**config.mk**
```make
export PLATFORM = sky130hd
export DESIGN_NAME = sap1_datapath
export DESIGN_NICKNAME = d
export VERILOG_FILES = /design/src/rtl/sap1_datapath.sv
export SDC_FILE = /design/constraint.sdc
export NUM_CORES = 1
export LEC_CHECK = 0
export CAP_MARGIN = 20
export CORE_MARGIN = 3
export CORE_UTILIZATION = 55
export CTS_BUF_LIST = sky130_fd_sc_hd__clkbuf_4 sky130_fd_sc_hd__clkbuf_8
export DETAILED_ROUTE_END_ITERATION = 10
export PLACE_DENSITY = 0.76
export SLEW_MARGIN = 20
export SYNTH_ARGS = -nofsm -noshare
export SYNTH_HDL_FRONTEND = slang
export SYNTH_SLANG_ARGS = --single-unit
```
**constraint.sdc**
```tcl
create_clock -name CLK -period 4 [get_ports CLK]
set_clock_uncertainty 0.15 [all_clocks]
set_input_delay 0.8 -clock CLK [delete_from_list [all_inputs] [get_ports CLK]]
set_output_delay 0.8 -clock CLK [all_outputs]
set_load 0.01 [all_outputs]
```
**src/rtl/sap1_datapath.sv**
```systemverilog
// SAP-1 datapath: PC, MAR, 16x8 program RAM, IR, A/B registers, ALU and OUT
// register around a single prioritised 8-bit W bus driven by the sequencer's control word.
module sap1_datapath (
    input  logic        CLK,
    input  logic        CLR,
    input  logic [11:0] cntrl_bus,
    output logic [3:0]  opcode,
    input  logic        prog_we,
    input  logic [3:0]  prog_addr,
    input  logic [7:0]  prog_data,
    output logic [7:0]  out_reg,
    output logic [7:0]  w_bus,
    output logic [7:0]  acc,
    output logic [3:0]  pc,
    output logic        bus_err
);

    logic cp, ep, lm_n, ce_n, li_n, ei_n, la_n, ea, su, eu, lb_n, lo_n;
    assign {cp, ep, lm_n, ce_n, li_n, ei_n, la_n, ea, su, eu, lb_n, lo_n} = cntrl_bus;

    logic [3:0] pc_reg;
    logic [3:0] mar_reg;
    logic [7:0] ir_reg;
    logic [7:0] a_reg;
    logic [7:0] b_reg;
    logic [7:0] outp_reg;
    logic       bus_err_reg;
    logic [7:0] ram [16];

    logic [7:0] alu_res;
    logic [7:0] bus_val;
    logic [4:0] drv_en;
    logic [7:0] drv_val [5];
    logic       contention;

    assign alu_res = su ? (a_reg - b_reg) : (a_reg + b_reg);

    // Index 4 is the highest-priority driver; the loop lets higher indices win.
    assign drv_en     = {ep, ~ce_n, ~ei_n, ea, eu};
    assign drv_val[4] = {4'h0, pc_reg};
    assign drv_val[3] = ram[mar_reg];
    assign drv_val[2] = {4'h0, ir_reg[3:0]};
    assign drv_val[1] = a_reg;
    assign drv_val[0] = alu_res;

    always_comb begin
        bus_val = 8'h00;
        for (int i = 0; i < 5; i++) begin
            if (drv_en[i]) begin
                bus_val = drv_val[i];
            end
        end
    end

    // More than one bit set: clearing the lowest set bit leaves something behind.
    assign contention = |(drv_en & (drv_en - 5'd1));

    // Program RAM has no reset so a program loaded under CLR survives it.
    always_ff @(posedge CLK) begin
        if (prog_we) begin
            ram[prog_addr] <= prog_data;
        end
    end

    always_ff @(posedge CLK or negedge CLR) begin
        if (!CLR) begin
            pc_reg      <= 4'h0;
            mar_reg     <= 4'h0;
            ir_reg      <= 8'h00;
            a_reg       <= 8'h00;
            b_reg       <= 8'h00;
            outp_reg    <= 8'h00;
            bus_err_reg <= 1'b0;
        end else begin
            if (cp) begin
                pc_reg <= pc_reg + 4'h1;
            end
            if (!lm_n) begin
                mar_reg <= bus_val[3:0];
            end
            if (!li_n) begin
                ir_reg <= bus_val;
            end
            if (!la_n) begin
                a_reg <= bus_val;
            end
            if (!lb_n) begin
                b_reg <= bus_val;
            end
            if (!lo_n) begin
                outp_reg <= bus_val;
            end
            if (contention) begin
                bus_err_reg <= 1'b1;
            end
        end
    end

    assign opcode  = ir_reg[7:4];
    assign out_reg = outp_reg;
    assign w_bus   = bus_val;
    assign acc     = a_reg;
    assign pc      = pc_reg;
    assign bus_err = bus_err_reg;

endmodule
```
==> results of run 1 <==
report_power, final:
part | internal (mW) | switching (mW)
combinational | 1.02 | 0.844
clock | 0.754 | 0.597
sequential | 2.04 | 0.207
total | 3.82 | 1.65
cell type report:
class | count | area share
Sequential cell | 169 | 0.5324
Timing Repair Buffer | 123 | 0.1192
Clock inverter | 12 | 0.02160
Clock buffer | 19 | 0.02721
Multi-Input combinational cell | 259 | 0.2689
Tap cell | 176 | 0.02406
Inverter | 16 | 0.006563
per-layer routing:
| layer | wire (µm) | global-route usage | up-vias |
|---|---|---|---|
| li1 | - | - | 2044 |
| met1 | 6989 | 0.3201 | 2263 |
| met2 | 8873 | 0.3994 | 172 |
| met3 | 898 | 0.04793 | 29 |
| met4 | 380 | 0.08467 | 0 |
| met5 | 0 | 0 | - |
cells by family (layout without fill, tap and decap cells):
logic type      count (synthesis)  in the layout  share of synthesized area
compound gates                 74             74                    0.06962
xor+xnor                       11             11                    0.01286
simple gates                  110            110                    0.07062
fa+ha+maj                      10             10                    0.01770
mux                            54             54                     0.1401
buf+inv                        48            170                    0.03940
flops                         169            169                     0.6497
worst register-to-register path, stage by stage (launching register included):
cell       delay, ns
dfrtp_1         0.40
inv_1           0.07
ha_2            0.26
mux2_2          0.28
fa_2            0.37
nor2b_4         0.16
o2111ai_2       0.13
a2111o_1        0.39
a31oi_1         0.17
o21a_1          0.21
buf_4           0.16
mux2_2          0.15
placed cells by master, fill, tap and decap left out, types with 5 or more instances in the layout:
cell and n:
dfrtp_1 39, nand2_1 40, xnor2_1 7, buf_4 59, mux4_1 18, clkdlybuf4s50_1 49
edfxtp_1 128, mux2i_1 7, nor3_1 8, nand2b_1 10, o21ai_1 11, o211ai_1 6
mux4_2 16, inv_1 16, mux2_2 13, clkbuf_8 17, ha_1 7, bufinv_16 5
a21oi_1 7, nor2_1 22, o21ai_0 15
timing repair:
action	in CTS	in global routing
hold endpoints to repair	0	0
gates resized for setup	33	26
buffers inserted	6	7
pin swaps	10	18
gates cloned	1	0
setup endpoints to repair	8	8
how the worst max path moves through the flow:
| stage | endpoint | slack [ns] | cells after the start |
|---|---|---|---|
| after floorplan | w_bus[6] | 0.46 | 7 |
| after global placement | w_bus[6] | -0.66 | 9 |
| after detailed placement | w_bus[6] | -0.68 | 9 |
| after CTS | w_bus[6] | -0.02 | 10 |
| after global routing | w_bus[5] | -0.11 | 13 |
| final | w_bus[4] | -0.02 | 12 |
==> reports/metrics.csv, run 1 <==
stage;metric;value;unit
floorplan;die area;15060;µm²
critical_path;CP required;3.05;ns
worst_hold_path;Hold Path Class;flip-flop to flip-flop;
critical_path;FF-to-FF End;b_reg[6]$_DFFE_PN0N_;
drt;Routed WL;17140;µm
yosys;Synth cell types;58;
clock_tree;clock root buffer;clkbuf_8;
global_routing;initial antenna violation count;0;
worst_hold_path;HP Start;bus_err$_DFFE_PN0P_;
cells_and_area;area delta synth->final;22.10;%
clock_tree;CTS tree;done;
critical_path;crit-path max cell delay;0.29;ns
worst_hold_path;worst hold stages;1;
cells_and_area;Largest register FFs;128;
sta;Final Hold Viols;0;
clock_tree;H-tree depth;4;
yosys;Synth Warn #;0;
yosys;Async S/R FF share, synth;0.2426;
clock_tree;Bufs on Longest Clock Path;2;
global_routing;Tot GR Track Use;0.2408;
drt;WL/cell;22.15;µm
worst_hold_path;hold worst-path end;bus_err$_DFFE_PN0P_;
critical_path;CP startpoint;cntrl_bus[3];
clock_tree;CTS clk-pin slew, worst paths;0.08;ns
place;# port buffers;59;
sta;Final period util;1.006;
sta;Slew Viols, Final;0;
pwr;Max VDD drop;0.0002892;V
pwr;Pwr Density;597.5;nW/µm²
clock_tree;clk_lat worst skew;0.45;ns
yosys;Synth area leaders;edfxtp_1, dfrtp_1, mux4_1;
sta;Achievable Freq;248.6;MHz
drt;first-pass iteration count of the detailed router;5;
cells_and_area;Final #Nets;623;
yosys;top cells by count, synth;edfxtp_1, dfrtp_1, nand2_1;
yosys;cell taking the most area after synthesis;edfxtp_1;
run;number of max-cap violations;0;
critical_path;CP arrival;3.07;ns
yosys;Post-synth EDFFs;128;
floorplan;Core Box Area;13300;µm²
drt;via/cell ratio;5.824;
global_routing;global-route wire length before repair;26280;µm
clock_tree;number of buffers inserted by hold repair at cts;0;
place;Post-DP Area;8453;µm²
yosys;cell count after synthesis;476;
place;DP Worst Slack;-0.6831;ns
pwr;total power;5.468;mW
critical_path;R2R Setup Slk;1.05;ns
yosys;Primary FF master, synth;edfxtp_1;
status;failing checks;negative setup slack;
place;gp weighted congestion;0.8954;
global_routing;gr ovfl total;0;
yosys;top-count cell post-synth;edfxtp_1;
sta;Max transition margin;0.3220;
critical_path;Setup CP Type;input pin to output port;
drt;post-route ant nets;0;
clock_tree;clk sinks;169;
critical_path;Slowest-stage cell, CP;ha_1;
critical_path;CP max FO;6;
place;placed cells;729;
critical_path;CP most frequent cell;buf_4;
clock_tree;TritonCTS Buffers;17;
drt;DRC viols;0;
yosys;Syn Area/Cell;15.75;µm²
place;post-DP HPWL;11320;µm
drt;DRT iter0 DRCs;463;
sta;fin crit period;4.023;ns
critical_path;CP endpoint kind;output port;
critical_path;kind of cell adding the most delay to the critical path;buffers and inverters;
sta;setup TNS;-0.02333;ns
floorplan;Die Wd;122.7;µm
floorplan;Starting Density;0.5637;
floorplan;Top Ports;60;
critical_path;Startpoint Class;input pin;
yosys;Post-Syn Nets;513;
cells_and_area;non-filler cells, final;774;
cells_and_area;Util after Layout;0.6883;
sta;setup slack after layout;-0.02333;ns
drt;vias post-DR;4508;
critical_path;critical path buffer and inverter count;6;
sta;worst slew pin tran;1.013;ns
cells_and_area;fraction of layout cells with a size suffix above 1;0.2759;
cells_and_area;Ant. Diodes;0;
floorplan;# rows;42;
yosys;#FFs+latches synth;169;
sta;Final Setup Violations;1;
sta;RSZ-0062 raised after global routing;true;
critical_path;worst r2r src;b_reg[0]$_DFFE_PN0N_;
yosys;Synth top area share;0.5129;
cells_and_area;Sequential Area;4872;µm²
yosys;Synth Cell Area;7495;µm²
global_routing;vias in the first global route;4554;
floorplan;die height;122.7;µm
cells_and_area;post-route cell area;9151;µm²
sta;hold_ws;0.3199;ns
critical_path;worst path cell trace;dlygate4sd2_1 -> buf_6 -> a31oi_2 -> xnor2_1 -> ha_1 -> buf_4 -> buf_4 -> nor4_4 -> mux2i_1 -> a31o_2 -> inv_1 -> clkdlybuf4s15_2;
cells_and_area;fillers;884;
yosys;sequential fraction of the synthesis area;0.6497;
status;status;finished, violations left;
cells_and_area;area occupied by multi-input gates;2461;µm²
critical_path;R2R depth;11;
global_routing;largest net degree at the start of global routing;42;
cells_and_area;largest register by flop count;ram;
pwr;Static Leakage;3.382;nW
Power figures use the tool's default switching activity.
==> run 2: changes to the inputs <==
- CORE_MARGIN: 3 -> 2
==> run 2 against run 1 <==
The flow now finishes without violations. Core utilization shrank 0.76 points. Register-to-register slack hardly changed. Setup slack improved by 0.024 ns. Sequential share of layout area grew 0.61 points. Non-clock buffer count is 2 higher. Die area down 3.2%. Total power fell by 5.4%. Via count increased by 2.8%. Largest cell class unchanged.
==> reports/metrics.csv, run 2 (synthesized netlist as in run 1, its figures left out) <==
stage;metric;value;unit
status;status;completed;
sta;hold_ws;0.3231;ns
pwr;Pwr Density;571.3;nW/µm²
global_routing;initial antenna violation count;0;
floorplan;# rows;42;
cells_and_area;most frequent cells in the layout;edfxtp_1, buf_4, clkdlybuf4s50_1, nand2_1, dfrtp_1;
cells_and_area;fillers;871;
critical_path;R2R depth;11;
sta;Final Hold Viols;0;
worst_hold_path;Hold Path Class;input pin to asynchronous set/reset pin;
run;number of max-cap violations;0;
drt;WL/cell;21.93;µm
global_routing;global-route wire length before repair;25900;µm
clock_tree;Bufs on Longest Clock Path;2;
drt;vias post-DR;4632;
floorplan;Core Box Area;13300;µm²
global_routing;vias in the first global route;4648;
global_routing;gr ovfl total;0;
critical_path;CP endpoint kind;output port;
cells_and_area;Sequential Area;4873;µm²
drt;DRT iter0 DRCs;337;
clock_tree;clk_lat worst skew;0.45;ns
critical_path;Startpoint Class;flip-flop;
pwr;Static Leakage;3.330;nW
drt;via/cell ratio;5.961;
cells_and_area;fraction of layout cells with a size suffix above 1;0.2679;
critical_path;CP startpoint;b_reg[1]$_DFFE_PN0N_;
sta;Achievable Freq;250.1;MHz
critical_path;Setup CP Type;flip-flop to output port;
floorplan;Top Ports;60;
sta;Slew Viols, Final;0;
drt;post-route ant nets;0;
cells_and_area;most common cell after layout, fill and taps aside;edfxtp_1;
floorplan;Die Wd;120.7;µm
sta;Max transition margin;0.3227;
place;gp weighted congestion;0.9161;
critical_path;worst r2r src;b_reg[1]$_DFFE_PN0N_;
cells_and_area;Final #Nets;625;
drt;DRC viols;0;
cells_and_area;non-filler cells, final;777;
critical_path;CP required;3.05;ns
floorplan;die area;14580;µm²
critical_path;CP max FO;4;
global_routing;Tot GR Track Use;0.2455;
place;post-DP HPWL;11540;µm
drt;Routed WL;17040;µm
sta;fin crit period;3.999;ns
cells_and_area;largest register by flop count;ram;
cells_and_area;Ant. Diodes;0;
sta;Final Setup Violations;0;
floorplan;Starting Density;0.5637;
place;# port buffers;59;
clock_tree;CTS clk-pin slew, worst paths;0.09;ns
clock_tree;CTS tree;done;
critical_path;CP arrival;3.05;ns
cells_and_area;Largest register FFs;128;
floorplan;die height;120.7;µm
cells_and_area;area occupied by multi-input gates;2430;µm²
sta;worst slew pin tran;1.012;ns
cells_and_area;area delta synth->final;20.75;%
clock_tree;clk sinks;169;
clock_tree;TritonCTS Buffers;17;
sta;RSZ-0062 raised after global routing;true;
drt;first-pass iteration count of the detailed router;5;
clock_tree;H-tree depth;4;
sta;Final period util;0.9998;
clock_tree;clock root buffer;clkbuf_8;
pwr;Max VDD drop;0.0003046;V
place;placed cells;732;
global_routing;largest net degree at the start of global routing;42;
[run 2: cell count changes in the layout (fill, tap and decap cells not counted), moves of 2 or more]
cell / before / now
buf_6: 3 / 1
nor2_2: 4 / 0
clkinvlp_4: 1 / 5
nor2b_2: 0 / 2
clkbuf_2: 3 / 1
inv_2: 0 / 2
nor2_1: 22 / 25
bufinv_16: 5 / 1
o21ai_1: 11 / 13
inv_1: 16 / 14
ha_2: 2 / 0
buf_4: 59 / 63
o21ai_2: 2 / 0
[run 2: where the power goes]
| group | switching (mW) | total [mW] | leakage [nW] | internal [mW] |
|---|---|---|---|---|
| combinational | 0.813 | 1.81 | 1.49 | 0.998 |
| sequential | 0.199 | 2.24 | 1.67 | 2.04 |
| clock | 0.614 | 1.11 | 0.174 | 0.500 |
| total | 1.63 | 5.17 | 3.33 | 3.54 |
[run 2: metrics by stage]
stage | setup TNS (ns) | area (µm²) | util | setup WS (ns) | total power, mW
final | 0 | 9050 | 0.6807 | 0.0008444 | 5.170
after global routing | -0.2565 | 9050 | 0.6807 | -0.1208 | 5.423
after CTS | -0.02427 | 8969 | 0.6746 | -0.02054 | 5.113
after detailed placement | -3.681 | 8476 | 0.6375 | -0.6926 | 3.884
after global placement | -3.476 | 8476 | 0.6375 | -0.6540 | 3.854
after floorplan | 0 | 7495 | - | 0.4628 | 3.261
[run 2: area by class of cell]
class | count | share of cell area
clock inverters | 14 | 0.01369
flip-flops and latches | 169 | 0.5385
clock buffers | 18 | 0.02668
inverters | 16 | 0.006636
repair buffers | 125 | 0.1217
well taps | 176 | 0.02433
multi-input cells | 259 | 0.2685
[run 2: timing repair]
action / CTS / global route
pin swaps: 14 / 21
gates cloned: 1 / 0
buffers inserted: 8 / 4
setup endpoints to repair: 8 / 8
hold buffers: 0 / 0
resized for setup: 33 / 17
[run 2: critical path, stage by stage (launching register included)]
cell and delay, ns:
dfrtp_2 0.46, inv_2 0.08, ha_4 0.20, mux2_4 0.28, fa_2 0.35, nor2b_2 0.15, o2111ai_2 0.16, a2111o_1 0.43
a31oi_1 0.17, o21a_1 0.18, buf_2 0.15
[run 2: routing by layer]
| metal | wire length, µm | share of wire | up-vias | global-route usage |
|---|---|---|---|---|
| li1 | - | - | 2057 | - |
| met1 | 6768 | 0.40 | 2341 | 0.3136 |
| met2 | 8892 | 0.52 | 201 | 0.4198 |
| met3 | 937 | 0.055 | 33 | 0.04481 |
| met4 | 438 | 0.026 | 0 | 0.09520 |
| met5 | 0 | 0 | - | 0 |
[run 2: worst paths after layout]
kind                            slack [ns]                endpoint
worst max register to register        1.06   ir_reg[6]$_DFFE_PN0N_
worst min register to register        0.33     bus_err$_DFFE_PN0P_
worst max-delay path                0.0008                w_bus[6]
max in group asynchronous             2.73  mar_reg[2]$_DFFE_PN0N_
worst min-delay path                  0.32      acc[6]$_DFFE_PN0N_
min in group CLK                      0.33     bus_err$_DFFE_PN0P_
